`src/rtl/fs_sched_pkg.sv`:
```
// Shared types and constants for the reassembly queue scheduler.
package fs_sched_pkg;

    localparam int unsigned QUEUE_NUM      = 32;
    localparam int unsigned QID_W          = 5;
    localparam int unsigned PKT_CNT_W      = 16;
    localparam int unsigned TMO_W          = 12;
    localparam int unsigned TIMEOUT_CYCLES = 4095;

    typedef enum logic [1:0] {
        IDLE      = 2'd0,
        GRANT     = 2'd1,
        WAIT_DONE = 2'd2,
        FREE      = 2'd3
    } sched_state_e;

endpackage

```
`src/rtl/rr_priority_pick.sv`:
```
// Combinational round-robin pick: first set bit at or above iv_ptr, wrapping.
module rr_priority_pick
    import fs_sched_pkg::*;
(
    input  logic [QUEUE_NUM-1:0] iv_eligible,
    input  logic [QID_W-1:0]     iv_ptr,
    output logic [QID_W-1:0]     ov_pick_id,
    output logic                 o_any
);

    logic [QUEUE_NUM-1:0] rot;
    logic [QID_W-1:0]     off;

    // Rotate so iv_ptr lands at bit 0, then find the lowest set bit.
    always_comb begin
        rot = '0;
        off = '0;
        for (int i = 0; i < QUEUE_NUM; i++) begin
            rot[i] = iv_eligible[QID_W'(i) + iv_ptr];
        end
        for (int i = 0; i < QUEUE_NUM; i++) begin
            if (rot[QUEUE_NUM-1-i]) begin
                off = QID_W'(QUEUE_NUM-1-i);
            end
        end
    end

    assign ov_pick_id = off + iv_ptr;
    assign o_any      = |iv_eligible;

endmodule

```
`src/rtl/reassembly_queue_scheduler.sv`:
```
// Round-robin grant/free sequencer for the reassembly queues; one packet in flight.
// Optional watchdog abort enabled by defining QUEUE_SCHED_TIMEOUT_EN.
module reassembly_queue_scheduler
    import fs_sched_pkg::*;
(
    input  logic                 i_clk,
    input  logic                 i_rst,
    input  logic [QUEUE_NUM-1:0] iv_queue_empty,
    input  logic [QUEUE_NUM-1:0] iv_queue_complete,
    input  logic                 i_sched_en,
    output logic [QID_W-1:0]     ov_queue_id,
    output logic                 o_queue_id_valid,
    input  logic                 i_queue_id_ack,
    input  logic                 i_pkt_done,
    output logic [QID_W-1:0]     ov_queue_id_free,
    output logic                 o_queue_id_free_wr,
    output logic [PKT_CNT_W-1:0] ov_pkt_cnt,
    output logic                 o_timeout,
    output logic                 o_busy
);

    sched_state_e         state_q,   state_d;
    logic [QID_W-1:0]     ptr_q,     ptr_d;
    logic [QID_W-1:0]     qid_q,     qid_d;
    logic                 valid_q,   valid_d;
    logic [QID_W-1:0]     free_id_q, free_id_d;
    logic                 free_wr_q, free_wr_d;
    logic [PKT_CNT_W-1:0] pkt_cnt_q, pkt_cnt_d;
    logic                 busy_q,    busy_d;

    logic [QUEUE_NUM-1:0] eligible;
    logic [QID_W-1:0]     pick_id;
    logic                 pick_any;
    logic                 done_ok;
    logic                 rel_go;

`ifdef QUEUE_SCHED_TIMEOUT_EN
    logic [TMO_W-1:0]     tmo_cnt_q, tmo_cnt_d;
    logic                 timeout_q, timeout_d;
`endif

    assign eligible = ~iv_queue_empty & iv_queue_complete;

    rr_priority_pick u_pick (
        .iv_eligible (eligible),
        .iv_ptr      (ptr_q),
        .ov_pick_id  (pick_id),
        .o_any       (pick_any)
    );

    always_comb begin
        state_d   = state_q;
        ptr_d     = ptr_q;
        qid_d     = qid_q;
        valid_d   = valid_q;
        free_id_d = free_id_q;
        free_wr_d = 1'b0;
        pkt_cnt_d = pkt_cnt_q;
        done_ok   = 1'b0;
        rel_go    = 1'b0;

        case (state_q)
            IDLE: begin
                if (i_sched_en && pick_any) begin
                    qid_d   = pick_id;
                    valid_d = 1'b1;
                    state_d = GRANT;
                end
            end
            GRANT: begin
                if (i_queue_id_ack) begin
                    valid_d = 1'b0;
                    done_ok = i_pkt_done;
                    state_d = i_pkt_done ? FREE : WAIT_DONE;
                end
            end
            WAIT_DONE: begin
                done_ok = i_pkt_done;
                if (i_pkt_done) begin
                    state_d = FREE;
                end
            end
            FREE: begin
                state_d = IDLE;
            end
            default: begin
                state_d = IDLE;
            end
        endcase

        rel_go = done_ok;

`ifdef QUEUE_SCHED_TIMEOUT_EN
        tmo_cnt_d = tmo_cnt_q;
        timeout_d = 1'b0;
        if (state_q == IDLE && state_d == GRANT) begin
            tmo_cnt_d = '0;
        end else if (state_q == GRANT || state_q == WAIT_DONE) begin
            // A completion landing on the limit cycle takes priority over the abort.
            if (!done_ok && tmo_cnt_q == TMO_W'(TIMEOUT_CYCLES)) begin
                timeout_d = 1'b1;
                valid_d   = 1'b0;
                state_d   = FREE;
                rel_go    = 1'b1;
            end else begin
                tmo_cnt_d = tmo_cnt_q + TMO_W'(1);
            end
        end
`endif

        if (rel_go) begin
            free_wr_d = 1'b1;
            free_id_d = qid_q;
            ptr_d     = qid_q + QID_W'(1);
            if (done_ok) begin
                pkt_cnt_d = pkt_cnt_q + PKT_CNT_W'(1);
            end
        end

        busy_d = (state_d != IDLE);
    end

    always_ff @(posedge i_clk) begin
        if (i_rst) begin
            state_q   <= IDLE;
            ptr_q     <= '0;
            qid_q     <= '0;
            valid_q   <= 1'b0;
            free_id_q <= '0;
            free_wr_q <= 1'b0;
            pkt_cnt_q <= '0;
            busy_q    <= 1'b0;
`ifdef QUEUE_SCHED_TIMEOUT_EN
            tmo_cnt_q <= '0;
            timeout_q <= 1'b0;
`endif
        end else begin
            state_q   <= state_d;
            ptr_q     <= ptr_d;
            qid_q     <= qid_d;
            valid_q   <= valid_d;
            free_id_q <= free_id_d;
            free_wr_q <= free_wr_d;
            pkt_cnt_q <= pkt_cnt_d;
            busy_q    <= busy_d;
`ifdef QUEUE_SCHED_TIMEOUT_EN
            tmo_cnt_q <= tmo_cnt_d;
            timeout_q <= timeout_d;
`endif
        end
    end

    assign ov_queue_id        = qid_q;
    assign o_queue_id_valid   = valid_q;
    assign ov_queue_id_free   = free_id_q;
    assign o_queue_id_free_wr = free_wr_q;
    assign ov_pkt_cnt         = pkt_cnt_q;
    assign o_busy             = busy_q;

`ifdef QUEUE_SCHED_TIMEOUT_EN
    assign o_timeout = timeout_q;
`else
    assign o_timeout = 1'b0;
`endif

endmodule
```
`config.mk`:
```
export PLATFORM = sky130hd
export DESIGN_NAME = reassembly_queue_scheduler
export DESIGN_NICKNAME = d
export VERILOG_FILES = /design/src/rtl/fs_sched_pkg.sv /design/src/rtl/rr_priority_pick.sv /design/src/rtl/reassembly_queue_scheduler.sv
export SDC_FILE = /design/constraint.sdc
export NUM_CORES = 1
export LEC_CHECK = 0
export ABC_CLOCK_PERIOD_IN_PS = 6100
export CORE_ASPECT_RATIO = 0.9
export CORE_MARGIN = 10
export CORE_UTILIZATION = 42
export CTS_BUF_LIST = sky130_fd_sc_hd__clkbuf_4 sky130_fd_sc_hd__clkbuf_8
export DETAILED_ROUTE_END_ITERATION = 10
export PLACE_DENSITY = 0.67
export SLEW_MARGIN = 10
export SYNTH_ARGS = -nofsm -noshare
export SYNTH_HDL_FRONTEND = slang
export SYNTH_HIERARCHICAL = 1
export SYNTH_SLANG_ARGS = --single-unit
```
`constraint.sdc`:
```
create_clock -name i_clk -period 6.1 [get_ports i_clk]
set_input_delay 1.22 -clock i_clk [delete_from_list [all_inputs] [get_ports i_clk]]
set_output_delay 1.22 -clock i_clk [all_outputs]
set_load 0.02 [all_outputs]
```
== Word-level counts from Yosys, hierarchy flattened ==
Index checks and enable logic that the tools add are counted.
W data, S select, Z words.

* Register bits after elaboration: 36
* Input port bits: 69
* Output and inout port bits: 30
* Logic and storage cells: 195

* Add/sub/neg operators: 34
* Magnitude comparators: 32
* Eq/ne operators: 5
* Muxes and demuxes: 107
* Bitwise gates (word level): 2
* Reduce and logical (&&, ||, !) cells: 7

{| class="wikitable"
|+ Operators by type and width
! kind !! number
|-
| $lt A5 B6 Y1 const B || 32
|-
| $bmux W1 S5 || 32
|-
| $mux W5 || 32
|-
| $add A5 B5 Y5 const A || 16
|-
| $add A4 B5 Y5 const A || 8
|-
| $mux W1 || 37
|-
| $and A32 B32 Y32 || 1
|-
| $not A32 Y32 || 1
|-
| $reduce_or A32 Y1 || 1
|-
| $add A3 B5 Y5 const A || 4
|-
| $add A16 B1 Y16 const B || 1
|-
| $add A2 B5 Y5 const A || 2
|-
| $pmux W2 S4 || 1
|-
| $mux W2 || 3
|-
| $add A1 B5 Y5 const A || 1
|-
| $add A5 B1 Y5 const B || 1
|-
| $add A5 B5 Y5 || 1
|-
| $eq A2 B2 Y1 const B || 2
|-
| $ne A2 B2 Y1 const B || 2
|-
| $pmux W1 S2 || 2
|-
| $reduce_bool A2 Y1 || 2
|-
| $reduce_and A3 Y1 || 1
|-
| $eq A2 B1 Y1 const B || 1
|-
| $logic_not A2 Y1 || 1
|-
| 2 further kinds || 2
|}

== Depth between registers and ports, before layout ==
Gate-level depths: netlist (run 1).

* Word-level depth: 37
* Depth in mapped cells: 26
* Gate-level depth less buffers: 21

== Hierarchy ==
The synthesis (run 1) kept the hierarchy.

{| class="wikitable"
|+ Modules (own cells, without submodules)
! module !! times used !! cells an instance !! area an instance (µm²) !! sequential area each (µm²)
|-
| rr_priority_pick || 1 || 302 || 3220.6 || 0.0
|-
| reassembly_queue_scheduler || 1 || 214 || 1790.5 || 720.7
|}

== Worst setup path after synthesis (run 1) ==
Ideal clock, no wire load.

* Kind: in2reg
* From: in iv_queue_complete[31]
* To: reg qid_q[4] (netlist: ov_queue_id[4])
* Library setup time: 128 ps
* Data arrival time: 4588 ps
* Required time: 5972 ps
* Setup slack: 1384 ps
* Stages on the path: 20
* Path buffers: 0
* Cell sequence: nor2b_1 -> mux4_1 -> mux4_1 -> mux2i_1 -> inv_1 -> o21ai_0 -> nand2_1 -> a31o_2 -> o2111ai_1 -> and2_1 -> ha_1 -> inv_1 -> fa_1 -> inv_1 -> a21o_1 -> a21oi_1 -> xnor2_1 -> xnor2_1 -> mux2i_1 -> nor2_1

* Cells in the longest elaborated chain, start to end: 36
* Elaborated cells on any way between the ends: 101
* Classes of those cells: add/sub (1); mux (96); bitwise (1); reduce/logical (3)

{| class="wikitable"
|+ RTL lines
! element !! RTL line !! RTL
|-
| from (decl) || reassembly_queue_scheduler.sv:9 || <nowiki>input logic [QUEUE_NUM-1:0] iv_queue_complete,</nowiki>
|-
| $and A32 B32 Y32 (*) || reassembly_queue_scheduler.sv:42 || <nowiki>assign eligible = ~iv_queue_empty & iv_queue_complete;</nowiki>
|-
| $bmux W1 S5 || rr_priority_pick.sv:19 || <nowiki>rot[i] = iv_eligible[QID_W'(i) + iv_ptr];</nowiki>
|-
| $mux W1 (not written as such) || rr_priority_pick.sv:19 ||
|-
| $mux W5 (31 in series) || rr_priority_pick.sv:22 || <nowiki>if (rot[QUEUE_NUM-1-i]) begin</nowiki>
|-
| $mux W5 (*) || rr_priority_pick.sv:22 ||
|-
| $add A5 B5 Y5 (*) || rr_priority_pick.sv:28 || <nowiki>assign ov_pick_id = off + iv_ptr;</nowiki>
|-
| net pick_id[4] || reassembly_queue_scheduler.sv:32 || <nowiki>logic [QID_W-1:0] pick_id;</nowiki>
|-
| to (signal assigned) || reassembly_queue_scheduler.sv:140 || <nowiki>qid_q <= qid_d;</nowiki>
|-
| to (decl) || reassembly_queue_scheduler.sv:24 || <nowiki>logic [QID_W-1:0] qid_q, qid_d;</nowiki>
|}

Mark *: on every way through the listed nets, which the timed path passes. The rest lies on a longest branch. The select of a mux whose other input is x is not followed.
A chain may end at the register's enable or synchronous reset.

== Worst setup path in the final report (run 1) ==
* From: in iv_queue_complete[31]
* To: reg qid_q[4] (netlist: ov_queue_id[4])

* Cells in the longest elaborated chain, start to end: 36
* Elaborated cells on any way between the ends: 101
* Classes of those cells: add/sub (1); mux (96); bitwise (1); reduce/logical (3)

{| class="wikitable"
|+ RTL lines
! element !! RTL line !! RTL
|-
| $and A32 B32 Y32 (*) || reassembly_queue_scheduler.sv:42 ||
|-
| net eligible[31] || reassembly_queue_scheduler.sv:31 || <nowiki>logic [QUEUE_NUM-1:0] eligible;</nowiki>
|-
| $bmux W1 S5 || rr_priority_pick.sv:19 ||
|-
| $mux W1 (not written as such) || rr_priority_pick.sv:19 ||
|-
| $mux W5 (31 in series) || rr_priority_pick.sv:22 ||
|-
| $mux W5 (*) || rr_priority_pick.sv:22 ||
|-
| $add A5 B5 Y5 (*) || rr_priority_pick.sv:28 ||
|-
| net pick_id[4] || reassembly_queue_scheduler.sv:32 ||
|}

Marked as above.

==> impl_metrics.json, run 1 <==
{
  "setup_tns_ns": 0,
  "drc": 0,
  "clock_latency_ns": 0.29,
  "crit_type": "input port to register",
  "r2r_start": "ptr_q[2]",
  "timing.final.crit_period_ns": 5.28,
  "cp-startpoint": "iv_queue_complete[31]",
  "ir_drop_mv": 0.110,
  "synth-edff-count": 0,
  "synth_cell_type_count": 55,
  "numPortBuffers": 97,
  "pwr_density_cell_nw_per_um2": 173,
  "finalSetupViolCount": 0,
  "maxUsedRoutingLayer": "met4",
  "crit_buf_inv": 4,
  "cts_buffers": 5,
  "hpwlAfterDp_mm": 12.0,
  "hp-class": "register to register",
  "ys_warn_count": 6,
  "ctsHoldBuffers": 0,
  "h-tree-depth": 2,
  "regArea_um2": 722,
  "post_cts_buffers": 0,
  "worst_slack_ns": 0.825,
  "drt-pass1-iter-count": 5,
  "reg2reg_to": "ov_queue_id[4]",
  "multi_input_area_um2": 4070,
  "relSlewSlack": 0.419,
  "cts_tree": "yes",
  "n_fill_cell": 1063,
  "hold_start": "ov_queue_id_free[2]",
  "route.met3.wl_mm": 1.10,
  "crit_path_cell_trace": "clkdlybuf4s50_1 -> nor2b_1 -> mux4_1 -> mux4_1 -> mux2i_1 -> inv_1 -> o21ai_0 -> nand2_1 -> a31o_2 -> o2111ai_1 -> and2_1 -> ha_1 -> inv_1 -> fa_1 -> inv_1 -> a21o_1 -> a21oi_1 -> xnor2_1 -> xnor2_1 -> mux2i_1 -> nor2_1",
  "yosysSeqAreaShare": 0.144,
  "num_rows": 37,
  "r2r_cells": 21,
  "synth_top_area_share": 0.175,
  "num_vias": 4522,
  "p_leak_nw": 2.36,
  "start_util": 0.433,
  "nets": 699,
  "cts-resized-gates": 0,
  "drt_iter0_drc": 415,
  "drv_cap": 0,
  "slowest_stage": "mux4_1",
  "wl_met1_mm": 6.69,
  "grt_usage": 0.170,
  "critPathMostFrequentCell": "inv_1",
  "whs_path_depth": 2,
  "yosysTopAreaCell": "mux4_2",
  "final_cell_mix": "clkdlybuf4s50_1, mux2i_1, nand2_1",
  "netlist_instances": 516,
  "grt_pass1_wl_mm": 23.4,
  "status": "finished clean",
  "postRouteWirelength_mm": 14.6,
  "synth_ff_type": "dfxtp_1",
  "cts_root_buffer": "clkbuf_8",
  "synthArstFlopShare": 0,
  "met2WireLength_mm": 6.72,
  "worstMarginPinSlew_ns": 0.869,
  "diodes": 0,
  "cp_top_family": "multiplexers",
  "drive_above_1_share": 0.119,
  "finalCritPeriodShare": 0.865,
  "antenna_found_initial": 0,
  "die_w_um": 135,
  "core_um2": 11600,
  "syn_nets": 610,
  "antenna_left": 0,
  "clkTransAtPathRegs_ns": 0.08,
  "rsz0062_at_grt": "no",
  "grt_pass1_vias": 4451,
  "syn_to_final_growth_pct": 23.8,
  "fin_worst_skew_ns": 0.00644,
  "critPathCaptureType": "register",
  "rrSetupSlack_ns": 1.20,
  "max_stage_delay_ns": 0.59,
  "slew_violations": 0,
  "finalHoldViolCount": 0,
  "crit_required_ns": 6.27,
  "ys_seq_elements": 36,
  "io_pins": 99,
  "grt_max_degree": 40,
  "synth.avg_cell_area_um2": 9.71,
  "start_kind": "input port",
  "min_to": "ov_queue_id_free[2]",
  "layout_commonest_cell": "clkdlybuf4s50_1",
  "grt_overflow": 0,
  "synth.top_cells.by_area": "mux4_2, dfxtp_1, mux2i_1, mux4_1, ha_1",
  "cp.arrival_ns": 5.45,
  "fmax_mhz": 190,
  "wl_per_cell_um": 19.1,
  "power_mw": 1.07,
  "die_area_um2": 16700,
  "viasPerCell": 5.93,
  "clockBufferDepth": 2,
  "place.gp.congestion": 0.983,
  "cts_sinks": 36,
  "crit_path_max_fanout": 5,
  "die_y_um": 124,
  "synth.cell_area_um2": 5010,
  "preCtsSetupSlack_ns": 0.578
}
-- synthesized netlist by cell type (all sizes together), types with 2 or more instances --
cell type,number
mux2i,57
xnor2,27
o31ai,3
xor2,14
dfxtp,36
or3,6
buf,13
a31o,2
ha,24
and2,5
a21o,6
nor3b,3
or2,2
clkbuf,9
nor4,11
nand4,10
and3,3
and4,3
mux4,57
inv,20
nand2b,6
o21ai,14
a21oi,32
nor2b,36
mux2,4
nor2,29
nand2,45
nand3,13
a211oi,7
nor3,6
-- cell families after synthesis --
family | synth area share
compound gates | 0.0876
simple gates | 0.192
mux | 0.394
flops | 0.144
xor+xnor | 0.0747
buf+inv | 0.0432
fa+ha+maj | 0.0639
other cells | 0.000748
-- per-stage QoR --
stage / utilization / hold slack [ns] / instance area, um2 / instances
finish: 0.536 / 0.460 / 6200 / 762
floorplan: - / 0.475 / 5010 / 516
global route: 0.536 / 0.482 / 6200 / 762
global placement: 0.526 / 0.447 / 6090 / 754
detailed placement: 0.526 / 0.453 / 6090 / 754
CTS: 0.536 / 0.464 / 6200 / 762
-- how the worst max path moves through the flow --
stage | slack, ns | depth (start not counted) | end
after floorplan | 1.38 | 20 | ov_queue_id[4]
after global placement | 0.74 | 18 | ov_queue_id[4]
after detailed placement | 0.58 | 21 | ov_queue_id[4]
after CTS | 0.88 | 21 | ov_queue_id[4]
after global routing | 0.55 | 21 | ov_queue_id[4]
final | 0.82 | 21 | ov_queue_id[4]
-- layer usage --
metal | track usage | vias to the layer above
met4 | 0.0181 | 0
met1 | 0.234 | 2218
li1 | - | 2133
met5 | 0 | -
met2 | 0.277 | 164
met3 | 0.0382 | 7
-- registers in the layout (all words and copies together) (netlist names) --
signal and cells:
o_busy 1, ptr_q 5, state_q 2, ov_pkt_cnt 16
ov_queue_id_free 5, o_queue_id_valid 1, ov_queue_id 5, o_queue_id_free_wr 1
-- where the power goes --
group / switching, mW / leakage [nW] / internal [mW]
clock network: 0.0915 / 0.0541 / 0.121
registers: 0.0162 / 0.292 / 0.248
logic: 0.312 / 2.01 / 0.283
-- area by class of cell --
class,count,share of cell area
timing repair buffer,104,0.165
clock inverter,3,0.00686
multi-input combinational,437,0.657
tap,156,0.0315
sequential,36,0.116
clock buffer,5,0.0111
inverter,21,0.0127
-- tightest hold or removal path, delay by kind of cell (launching register included) --
family / cells / cell delay, ns
AO/OA/AOI/OAI: 1 / 0.05
flip-flops: 1 / 0.32
AND/OR/NAND/NOR: 1 / 0.05
Note: power is estimated with default switching activity, not from simulation.
==> run 2, diff against run 1 <==
CORE_ASPECT_RATIO = unset   (was 0.9)
==> run 2 against run 1 <==
Effect of this change: critical endpoint unchanged; critical path depth did not move; sequential share of layout area barely moved; clock skew fell by 0.0021 ns; count of clock-buffer cells in the layout rose by 1; largest power group unchanged; clock power barely moved; non-clock buffer count did not move; largest cell class unchanged.
==> impl_metrics.json, run 2 (synthesis gave the netlist of run 1 again) <==
{
  "min_to": "ov_queue_id_free[4]",
  "antenna_found_initial": 0,
  "reg2reg_to": "ov_queue_id[4]",
  "h-tree-depth": 2,
  "finish.utilization": 0.535,
  "grt_usage": 0.168,
  "fmax_mhz": 192,
  "nets": 699,
  "p_leak_nw": 2.36,
  "drt-pass1-iter-count": 5,
  "postRouteWirelength_mm": 14.2,
  "final_cell_mix": "clkdlybuf4s50_1, mux2i_1, nand2_1",
  "num_vias": 4442,
  "critPathMostFrequentCell": "inv_1",
  "drive_above_1_share": 0.119,
  "core_um2": 11600,
  "start_util": 0.433,
  "io_pins": 99,
  "crit_type": "input port to register",
  "status": "finished clean",
  "setup_tns_ns": 0,
  "finalSetupViolCount": 0,
  "antenna_left": 0,
  "layout_commonest_cell": "clkdlybuf4s50_1",
  "hold_start": "ov_queue_id_free[4]",
  "start_kind": "input port",
  "numPortBuffers": 97,
  "die_y_um": 129,
  "cts_tree": "yes",
  "rsz0062_at_grt": "no",
  "crit_path_cell_trace": "clkdlybuf4s50_1 -> nor2b_1 -> mux4_1 -> mux4_1 -> mux2i_1 -> inv_1 -> o21ai_0 -> nand2_1 -> a31o_2 -> o2111ai_1 -> and2_1 -> ha_1 -> inv_1 -> fa_1 -> inv_1 -> a21o_1 -> a21oi_1 -> xnor2_1 -> xnor2_1 -> mux2i_1 -> nor2_1",
  "pwr_density_cell_nw_per_um2": 172,
  "grt_overflow": 0,
  "ctsHoldBuffers": 0,
  "num_rows": 39,
  "ir_drop_mv": 0.0981,
  "rrSetupSlack_ns": 1.22,
  "finalCritPeriodShare": 0.853,
  "syn_to_final_growth_pct": 23.5,
  "largest_reg_flops": 16,
  "critPathCaptureType": "register",
  "slew_violations": 0,
  "place.gp.congestion": 0.911,
  "hpwlAfterDp_mm": 11.7,
  "cts_sinks": 36,
  "timing.final.crit_period_ns": 5.21,
  "die_area_um2": 16700,
  "cts_root_buffer": "clkbuf_8",
  "cts-resized-gates": 0,
  "post_cts_buffers": 0,
  "max_stage_delay_ns": 0.58,
  "clockBufferDepth": 2,
  "r2r_start": "ptr_q[1]",
  "viasPerCell": 5.93,
  "clkTransAtPathRegs_ns": 0.07,
  "diodes": 0,
  "cp.arrival_ns": 5.37,
  "hp-class": "register to register",
  "wl_per_cell_um": 19.0,
  "whs_path_depth": 2,
  "drv_cap": 0,
  "drt_iter0_drc": 407,
  "crit_required_ns": 6.27,
  "drc": 0,
  "clock_latency_ns": 0.29,
  "grt_max_degree": 40,
  "worstMarginPinSlew_ns": 0.894,
  "cts_buffers": 5,
  "die_w_um": 129,
  "grt_pass1_vias": 4551,
  "fin_worst_skew_ns": 0.00431,
  "relSlewSlack": 0.402,
  "finalHoldViolCount": 0,
  "slowest_stage": "mux4_1",
  "r2r_cells": 19,
  "grt_pass1_wl_mm": 23.1,
  "crit_path_max_fanout": 5
}
-- run 2: how the worst max path moves through the flow --
stage / from / endpoint / slack, ns
final: iv_queue_complete[29] / ov_queue_id[4] / 0.89
after global routing: iv_queue_complete[31] / ov_queue_id[4] / 0.67
after CTS: iv_queue_complete[29] / ov_queue_id[4] / 0.95
after detailed placement: iv_queue_complete[29] / ov_queue_id[4] / 0.65
after global placement: iv_queue_complete[15] / ov_queue_id[4] / 0.76
after floorplan: iv_queue_complete[31] / ov_queue_id[4] / 1.38
-- run 2: report_power, final --
group,internal (mW),switching (mW)
clock network,0.126,0.0848
registers,0.248,0.0131
logic,0.283,0.309
-- run 2: layout make-up --
cell class | count | area (um2)
Clock buffer | 6 | 76.3
Clock inverter | 2 | 35.0
Fill cell | 1050 | 5380
Inverter | 21 | 78.8
Multi-Input combinational cell | 437 | 4070
Sequential cell | 36 | 722
Tap cell | 143 | 179
Timing Repair Buffer | 104 | 1020
-- run 2: metrics by stage --
step | power, mW | hold WS, ns | cell area [um2] | cells | setup WS, ns
after detailed placement | 0.850 | 0.459 | 6080 | 741 | 0.652
after global placement | 0.835 | 0.442 | 6080 | 741 | 0.764
after floorplan | 0.686 | 0.475 | 5010 | 516 | 1.38
after CTS | 1.06 | 0.469 | 6190 | 749 | 0.950
after global routing | 1.13 | 0.500 | 6190 | 749 | 0.670
final | 1.06 | 0.467 | 6190 | 749 | 0.894
-- run 2: critical path, delay by kind of cell --
kind,cells,cell delay (ns)
multiplexers,4,1.53
AND/OR/NAND/NOR,4,0.46
XOR/XNOR,2,0.27
adder cells (fa/ha/maj),2,0.57
buffers and inverters,4,0.63
AO/OA/AOI/OAI,5,0.69
-- run 2: per-layer routing --
layer  routed length [um]  vias up  track usage
met3                  938       12       0.0371
li1                     -     2136            -
met5                    0        -            0
met1                 6280     2153        0.213
met4                  153        0       0.0268
met2                 6870      141        0.291
